--- config.mk ---
export PLATFORM = sky130hd
export DESIGN_NAME = main_fsm
export DESIGN_NICKNAME = d
export VERILOG_FILES = /design/src/rtl/control_pkg.sv /design/src/rtl/opcode_classifier.sv /design/src/rtl/main_fsm.sv
export SDC_FILE = /design/constraint.sdc
export NUM_CORES = 1
export LEC_CHECK = 0
export CAP_MARGIN = 10
export CORE_UTILIZATION = 26
export CTS_CLUSTER_SIZE = 20
export DETAILED_ROUTE_END_ITERATION = 10
export RECOVER_POWER = 50
export SYNTH_ARGS = -nofsm -noshare
export SYNTH_HDL_FRONTEND = slang
export SYNTH_SLANG_ARGS = --single-unit
--- constraint.sdc ---
create_clock -name i_clk -period 3.83 [get_ports i_clk]
set_input_delay 0.766 -clock i_clk [delete_from_list [all_inputs] [get_ports i_clk]]
set_output_delay 0.766 -clock i_clk [all_outputs]
set_load 0.005 [all_outputs]
--- src/rtl/control_pkg.sv ---
// ---------------------------------------------------------------------------
// control_pkg
// Shared types and encodings for the multicycle RV64I control unit.
// Revision: 1.0
// ---------------------------------------------------------------------------
`default_nettype none

package control_pkg;

   // Controller states
   typedef enum logic [4:0] {
      S_FETCH     = 5'd0,
      S_DECODE    = 5'd1,
      S_MEMADR    = 5'd2,
      S_MEMREAD   = 5'd3,
      S_MEMWB     = 5'd4,
      S_MEMWRITE  = 5'd5,
      S_EXEC_R    = 5'd6,
      S_EXEC_I    = 5'd7,
      S_EXEC_RW   = 5'd8,
      S_EXEC_IW   = 5'd9,
      S_ALUWB     = 5'd10,
      S_BRANCH    = 5'd11,
      S_JAL       = 5'd12,
      S_JALR      = 5'd13,
      S_JALR_LINK = 5'd14,
      S_LUI       = 5'd15,
      S_TRAP      = 5'd16
   } t_state;

   // Instruction classes produced by the opcode classifier
   typedef enum logic [3:0] {
      C_LOAD      = 4'd0,
      C_STORE     = 4'd1,
      C_OP        = 4'd2,
      C_OP_IMM    = 4'd3,
      C_OP_32     = 4'd4,
      C_OP_IMM_32 = 4'd5,
      C_BRANCH    = 4'd6,
      C_JAL       = 4'd7,
      C_JALR      = 4'd8,
      C_LUI       = 4'd9,
      C_AUIPC     = 4'd10,
      C_ILLEGAL   = 4'd11
   } t_class;

   // Major opcodes
   localparam logic [6:0] OPC_LOAD       = 7'b0000011;
   localparam logic [6:0] OPC_STORE      = 7'b0100011;
   localparam logic [6:0] OPC_OP         = 7'b0110011;
   localparam logic [6:0] OPC_OP_IMM     = 7'b0010011;
   localparam logic [6:0] OPC_OP_32      = 7'b0111011;
   localparam logic [6:0] OPC_OP_IMM_32  = 7'b0011011;
   localparam logic [6:0] OPC_BRANCH     = 7'b1100011;
   localparam logic [6:0] OPC_JAL        = 7'b1101111;
   localparam logic [6:0] OPC_JALR       = 7'b1100111;
   localparam logic [6:0] OPC_LUI        = 7'b0110111;
   localparam logic [6:0] OPC_AUIPC      = 7'b0010111;

   // Immediate formats
   localparam logic [2:0] IMM_I = 3'b000;
   localparam logic [2:0] IMM_S = 3'b001;
   localparam logic [2:0] IMM_B = 3'b010;
   localparam logic [2:0] IMM_J = 3'b011;
   localparam logic [2:0] IMM_U = 3'b100;

   // ALU operand A sources
   localparam logic [1:0] SRCA_PC    = 2'b00;
   localparam logic [1:0] SRCA_OLDPC = 2'b01;
   localparam logic [1:0] SRCA_RS1   = 2'b10;
   localparam logic [1:0] SRCA_ZERO  = 2'b11;

   // ALU operand B sources
   localparam logic [1:0] SRCB_RS2   = 2'b00;
   localparam logic [1:0] SRCB_IMM   = 2'b01;
   localparam logic [1:0] SRCB_FOUR  = 2'b10;

   // ALU operation classes
   localparam logic [1:0] ALU_ADD    = 2'b00;
   localparam logic [1:0] ALU_SUB    = 2'b01;
   localparam logic [1:0] ALU_FUNCT  = 2'b10;
   localparam logic [1:0] ALU_FUNCTW = 2'b11;

   // Write-back result sources
   localparam logic [1:0] RES_ALUOUT = 2'b00;
   localparam logic [1:0] RES_MEM    = 2'b01;
   localparam logic [1:0] RES_ALU    = 2'b10;

endpackage

`default_nettype wire

--- src/rtl/opcode_classifier.sv ---
// ---------------------------------------------------------------------------
// opcode_classifier
// Combinational opcode decode: instruction class, immediate format and a
// legality flag. Word-op opcodes are legal only on an RV64 build.
// Revision: 1.0
// ---------------------------------------------------------------------------
`default_nettype none

module opcode_classifier
   import control_pkg::*;
#(
   parameter int RV64 = 1
) (
   input  logic [6:0] op,
   output t_class     cls,
   output logic [2:0] imm_src,
   output logic       legal
);

   localparam bit WORD_OPS = (RV64 != 0);

   // Map the major opcode onto a class and its immediate format
   always_comb begin
      cls     = C_ILLEGAL;
      imm_src = IMM_I;
      case (op)
         OPC_LOAD:      cls = C_LOAD;
         OPC_STORE:     begin cls = C_STORE;  imm_src = IMM_S; end
         OPC_OP:        cls = C_OP;
         OPC_OP_IMM:    cls = C_OP_IMM;
         OPC_OP_32:     if (WORD_OPS) cls = C_OP_32;
         OPC_OP_IMM_32: if (WORD_OPS) cls = C_OP_IMM_32;
         OPC_BRANCH:    begin cls = C_BRANCH; imm_src = IMM_B; end
         OPC_JAL:       begin cls = C_JAL;    imm_src = IMM_J; end
         OPC_JALR:      cls = C_JALR;
         OPC_LUI:       begin cls = C_LUI;    imm_src = IMM_U; end
         OPC_AUIPC:     begin cls = C_AUIPC;  imm_src = IMM_U; end
         default:       cls = C_ILLEGAL;
      endcase
      legal = (cls != C_ILLEGAL);
   end

endmodule

`default_nettype wire

--- src/rtl/main_fsm.sv ---
// ---------------------------------------------------------------------------
// main_fsm
// Multicycle RV64I control unit: sequences fetch/decode/execute/memory/
// write-back, handshakes with the unified memory port, traps illegal
// opcodes and counts retired instructions.
// Revision: 1.0
// ---------------------------------------------------------------------------
`default_nettype none

module main_fsm
   import control_pkg::*;
#(
   parameter int RV64  = 1,
   parameter int CNT_W = 64
) (
   input  logic             i_clk,
   input  logic             i_arst,
   input  logic [6:0]       i_op,
   input  logic             i_mem_ready,
   output logic             o_mem_req,
   output logic             o_mem_we,
   output logic             o_addr_src,
   output logic             o_instr_we,
   output logic             o_pc_we,
   output logic             o_branch,
   output logic             o_reg_we,
   output logic [2:0]       o_imm_src,
   output logic [1:0]       o_alu_src_a,
   output logic [1:0]       o_alu_src_b,
   output logic [1:0]       o_alu_op,
   output logic [1:0]       o_result_src,
   output logic             o_illegal,
   output logic [CNT_W-1:0] o_instret
);

   t_state           state;
   t_state           state_next;
   t_class           cls;
   logic             legal;
   logic [CNT_W-1:0] instret;

   opcode_classifier #(.RV64(RV64)) u_classifier (
      .op      (i_op),
      .cls     (cls),
      .imm_src (o_imm_src),
      .legal   (legal)
   );

   // State register; reset drops any in-flight access and restarts at FETCH
   always_ff @(posedge i_clk or posedge i_arst) begin
      if (i_arst) state <= S_FETCH;
      else        state <= state_next;
   end

   // Next-state and control output decode
   always_comb begin
      state_next   = state;
      o_mem_req    = 1'b0;
      o_mem_we     = 1'b0;
      o_addr_src   = 1'b0;
      o_instr_we   = 1'b0;
      o_pc_we      = 1'b0;
      o_branch     = 1'b0;
      o_reg_we     = 1'b0;
      o_alu_src_a  = SRCA_PC;
      o_alu_src_b  = SRCB_RS2;
      o_alu_op     = ALU_ADD;
      o_result_src = RES_ALUOUT;
      o_illegal    = 1'b0;
      case (state)
         S_FETCH: begin
            o_mem_req    = 1'b1;
            o_alu_src_b  = SRCB_FOUR;
            o_result_src = RES_ALU;
            // IR/PC loads are suppressed while reset is held
            if (i_mem_ready && !i_arst) begin
               o_instr_we = 1'b1;
               o_pc_we    = 1'b1;
            end
            if (i_mem_ready) state_next = S_DECODE;
         end
         S_DECODE: begin
            o_alu_src_a = SRCA_OLDPC;
            o_alu_src_b = SRCB_IMM;
            if (!legal) state_next = S_TRAP;
            else begin
               case (cls)
                  C_LOAD, C_STORE: state_next = S_MEMADR;
                  C_OP:            state_next = S_EXEC_R;
                  C_OP_IMM:        state_next = S_EXEC_I;
                  C_OP_32:         state_next = S_EXEC_RW;
                  C_OP_IMM_32:     state_next = S_EXEC_IW;
                  C_BRANCH:        state_next = S_BRANCH;
                  C_JAL:           state_next = S_JAL;
                  C_JALR:          state_next = S_JALR;
                  C_LUI:           state_next = S_LUI;
                  C_AUIPC:         state_next = S_ALUWB;
                  default:         state_next = S_TRAP;
               endcase
            end
         end
         S_MEMADR: begin
            o_alu_src_a = SRCA_RS1;
            o_alu_src_b = SRCB_IMM;
            state_next  = (cls == C_LOAD) ? S_MEMREAD : S_MEMWRITE;
         end
         S_MEMREAD: begin
            o_mem_req  = 1'b1;
            o_addr_src = 1'b1;
            if (i_mem_ready) state_next = S_MEMWB;
         end
         S_MEMWB: begin
            o_result_src = RES_MEM;
            o_reg_we     = 1'b1;
            state_next   = S_FETCH;
         end
         S_MEMWRITE: begin
            o_mem_req  = 1'b1;
            o_mem_we   = 1'b1;
            o_addr_src = 1'b1;
            if (i_mem_ready) state_next = S_FETCH;
         end
         S_EXEC_R, S_EXEC_I, S_EXEC_RW, S_EXEC_IW: begin
            o_alu_src_a = SRCA_RS1;
            o_alu_src_b = (state == S_EXEC_I || state == S_EXEC_IW) ? SRCB_IMM : SRCB_RS2;
            o_alu_op    = (state == S_EXEC_RW || state == S_EXEC_IW) ? ALU_FUNCTW : ALU_FUNCT;
            state_next  = S_ALUWB;
         end
         S_ALUWB: begin
            o_result_src = RES_ALUOUT;
            o_reg_we     = 1'b1;
            state_next   = S_FETCH;
         end
         S_BRANCH: begin
            o_alu_src_a  = SRCA_RS1;
            o_alu_src_b  = SRCB_RS2;
            o_alu_op     = ALU_SUB;
            o_result_src = RES_ALUOUT;
            o_branch     = 1'b1;
            state_next   = S_FETCH;
         end
         S_JAL, S_JALR_LINK: begin
            // PC <- ALUOut (target), ALUOut <- OldPC+4 for the link write
            o_alu_src_a  = SRCA_OLDPC;
            o_alu_src_b  = SRCB_FOUR;
            o_result_src = RES_ALUOUT;
            o_pc_we      = 1'b1;
            state_next   = S_ALUWB;
         end
         S_JALR: begin
            o_alu_src_a = SRCA_RS1;
            o_alu_src_b = SRCB_IMM;
            state_next  = S_JALR_LINK;
         end
         S_LUI: begin
            o_alu_src_a = SRCA_ZERO;
            o_alu_src_b = SRCB_IMM;
            state_next  = S_ALUWB;
         end
         S_TRAP: begin
            o_illegal  = 1'b1;
            state_next = S_TRAP;
         end
         default: state_next = S_TRAP;
      endcase
   end

   // Retired-instruction counter: one count per return to FETCH
   always_ff @(posedge i_clk or posedge i_arst) begin
      if (i_arst)
         instret <= '0;
      else if (state != S_FETCH && state_next == S_FETCH)
         instret <= instret + CNT_W'(1);
   end

   assign o_instret = instret;

endmodule

`default_nettype wire
==> out/qor.txt <==
Yosys cell types: 61
post-synthesis sequential area ratio: 0.401
Worst Skew: 0.00598 ns
Combinational Power Share: 0.200
IO Pins: 93
setup violators final: 0
CP top delay family: compound AO/OA/AOI/OAI gates
Max Cap Viol: 1
initial antenna violation count: 0
Post-CTS Repair Setup Buffers: 0
Ys Warns: 0
unrepaired setup endpoints after global routing: false
DP Area: 0.00557 mm²
DR pass1 iterations: 4
area of the multi-input gates: 0.00239 mm²
Top FF cell, synth: dfrtp_1
synthesized flop and latch total: 69
WHS: 0.477 ns
internal power: 1470 µW
# rows: 46
Switching Power: 597 µW
clock share of power: 0.400
Hold-fix buffers, CTS: 0
initial core utilization: 0.268
Vias/cell: 4.76
pin count of the biggest net entering global routing: 70
Seq pwr share: 0.400
# nets final: 588
critical path startpoint category: input pin
CP Cell Sequence: clkdlybuf4s50_1 > buf_4 > o31ai_1 > o21ai_0 > nand2b_1 > ha_1 > a21oi_1 > a211oi_1 > o211a_1 > buf_4 > nand4_2 > nor3_1 > xor2_1
Syn Nets: 484
Worst-path clk slew: 0.06 ns
die height: 131 µm
number of global-route vias before repair: 3705
clk_lat worst skew: 0.33 ns
most frequent cell on the critical path: buf_4
drt initial violations: 163
die span in x: 131 µm
Worst Tran Pin Value: 1.71 ns
hold crit path type: flop to flop
final wirelength: 11400 µm
Sw Share: 0.289
R2R cell count: 7
layout cells sized above 1: 0.123
share of flip-flops with an asynchronous set or reset: 1.00
f_max: 280 MHz
R2R Setup Slk: 1.03 ns
Critical-path top delay cell: clkdlybuf4s50_1
fin crit share: 0.932
final std cell area, no fill: 0.00586 mm²
vias: 3776
H-tree levels: 3
CP Buf/Inv Count: 3
die area: 0.0171 mm²
biggest cell delay along the critical path: 0.47 ns
Hold Path Depth: 1
area grow syn2layout: 36.0%
CP Data Arrival Time: 3.83 ns
Syn Std Cell Area: 0.00431 mm²
Pwr Total: 2070 µW
CTS sink cnt: 69
leakage power: 0.00263 µW
failing checks: max-capacitance violations, max-slew violations
Final Wtd Congestion: 0.856
root buffer cell: clkbuf_16
core region area: 0.0161 mm²
relative slew slack: -0.141
status: finished, violations left
Reg area: 0.00173 mm²
Cells after Synth: 469
worst flop-to-flop path endpoint: o_instret[52]
Power Density: 353 mW/mm²
DRT antenna net count: 0
peak supply drop: 0.218 mV
Worst R2R Start: state[4]
Hold EP: o_instret[63]
# diodes: 0
Hold Path Origin: o_instret[63]
Total GRT Usage: 0.141
WL per Instance: 14.4 µm
CP required: 4.09 ns
critical path endpoint category: flop
Detailed Place HPWL: 8490 µm
post-CTS sizing: 0
WS Path Type: input pin to flop
mean area per synthesized cell: 9.19 µm²
final cell count without fillers: 794
fillers: 1608
global-route wire length before repair: 18700 µm
CP max FO: 8
final-report hold violation count: 0
CTS tree: yes
Clock Path Buffers: 2
Final Critical Period: 3.57 ns
Pins Over Slew Limit: 70
CTS buffer count: 9
Cells after DPL: 778
grt ovf: 0
IO buf count: 92
DRC viols: 0
EDFF count, synth: 0
==> worst max-delay path by stage <==
| stage | from | end | slack (ns) | cells past startpoint |
|---|---|---|---|---|
| floorplan | i_op[2] | o_instret[1] | 0.25 | 17 |
| global placement | i_op[4] | o_instret[62] | 0.03 | 15 |
| finish | i_op[2] | o_instret[52] | 0.26 | 13 |
| global route | i_op[4] | o_instret[52] | 0.007 | 17 |
| detailed placement | i_op[2] | o_instret[58] | -0.09 | 13 |
| CTS | i_op[2] | o_instret[42] | 0.27 | 13 |
==> layout by cell type, fill, tap and decap left out, types with 9 or more instances in the layout <==
master	netlist	final
nor2_1	48	48
nand2_1	37	37
dlygate4sd3_1	0	42
a21oi_1	12	12
nor3_1	30	30
clkbuf_16	0	9
nor3_2	10	10
nand3_1	35	35
clkdlybuf4s50_1	0	50
inv_1	25	25
buf_4	0	16
xor2_1	47	47
xnor2_1	18	18
dfrtp_1	69	69
nand4_1	12	12
==> power groups by stage <==
stage | registers [µW] | clock network (µW) | logic [µW]
global route | 836 | 877 | 465
global placement | 837 | 0 | 416
detailed placement | 841 | 0 | 426
floorplan | 814 | 0 | 252
finish | 828 | 829 | 414
CTS | 828 | 851 | 427
==> cell usage after synthesis (3+ instances only) <==
cell | count | area [µm²]
buf_6 | 3 | 33.8
nor3_2 | 10 | 100
a21oi_1 | 12 | 60.1
and3_1 | 7 | 43.8
and2_1 | 3 | 18.8
o21ai_0 | 6 | 30.0
nor3_1 | 30 | 150
ha_1 | 5 | 62.6
nand2b_1 | 6 | 37.5
inv_1 | 25 | 93.8
nand2_1 | 37 | 139
buf_2 | 9 | 45.0
nor2b_1 | 7 | 43.8
mux2i_1 | 3 | 30.0
nand3_1 | 35 | 175
nand4_1 | 12 | 75.1
or3_1 | 3 | 18.8
nand4_2 | 3 | 37.5
or2_2 | 4 | 25.0
nor4_2 | 6 | 75.1
nor4_1 | 5 | 31.3
clkbuf_1 | 6 | 22.5
xnor2_1 | 18 | 158
nor2_1 | 48 | 180
dfrtp_1 | 69 | 1730
a211oi_1 | 4 | 30.0
and4_1 | 3 | 26.3
xor2_1 | 47 | 412
==> layout make-up <==
class / instances / area share
timing repair buffer: 111 / 0.185
tap: 216 / 0.0461
sequential: 69 / 0.295
multi-input combinational: 357 / 0.407
clock buffer: 12 / 0.0421
inverter: 25 / 0.0160
clock inverter: 4 / 0.00812
==> logic make-up after synthesis <==
kind of cell | synth area share
adders and majority gates | 0.0145
xor gates and xnor gates | 0.132
buffers and inverters | 0.0453
DFF | 0.401
and+or+nand+nor | 0.314
AOI/OAI and AO/OA | 0.0813
muxes | 0.0122
==> through the flow <==
step / utilization / TNS (ns) / setup slack (ns)
2_1_floorplan: - / 0 / 0.249
3_3_place_gp: 0.347 / 0 / 0.0253
3_5_place_dp: 0.347 / -0.695 / -0.0914
4_1_cts: 0.365 / 0 / 0.265
5_1_grt: 0.365 / 0 / 0.00715
6_report: 0.365 / 0 / 0.259
==> flip-flops by register name (all words and copies together) (netlist names) <==
register,flops
state,5
o_instret,64
==> layer usage <==
metal  routed length [µm]  vias up  track usage
li1                     -     1841            -
met1                 5370     1830        0.184
met2                 5440       92        0.230
met3                  527       13       0.0379
met4                   99        0       0.0338
met5                    0        -            0
(Power assumes the default switching activity.)
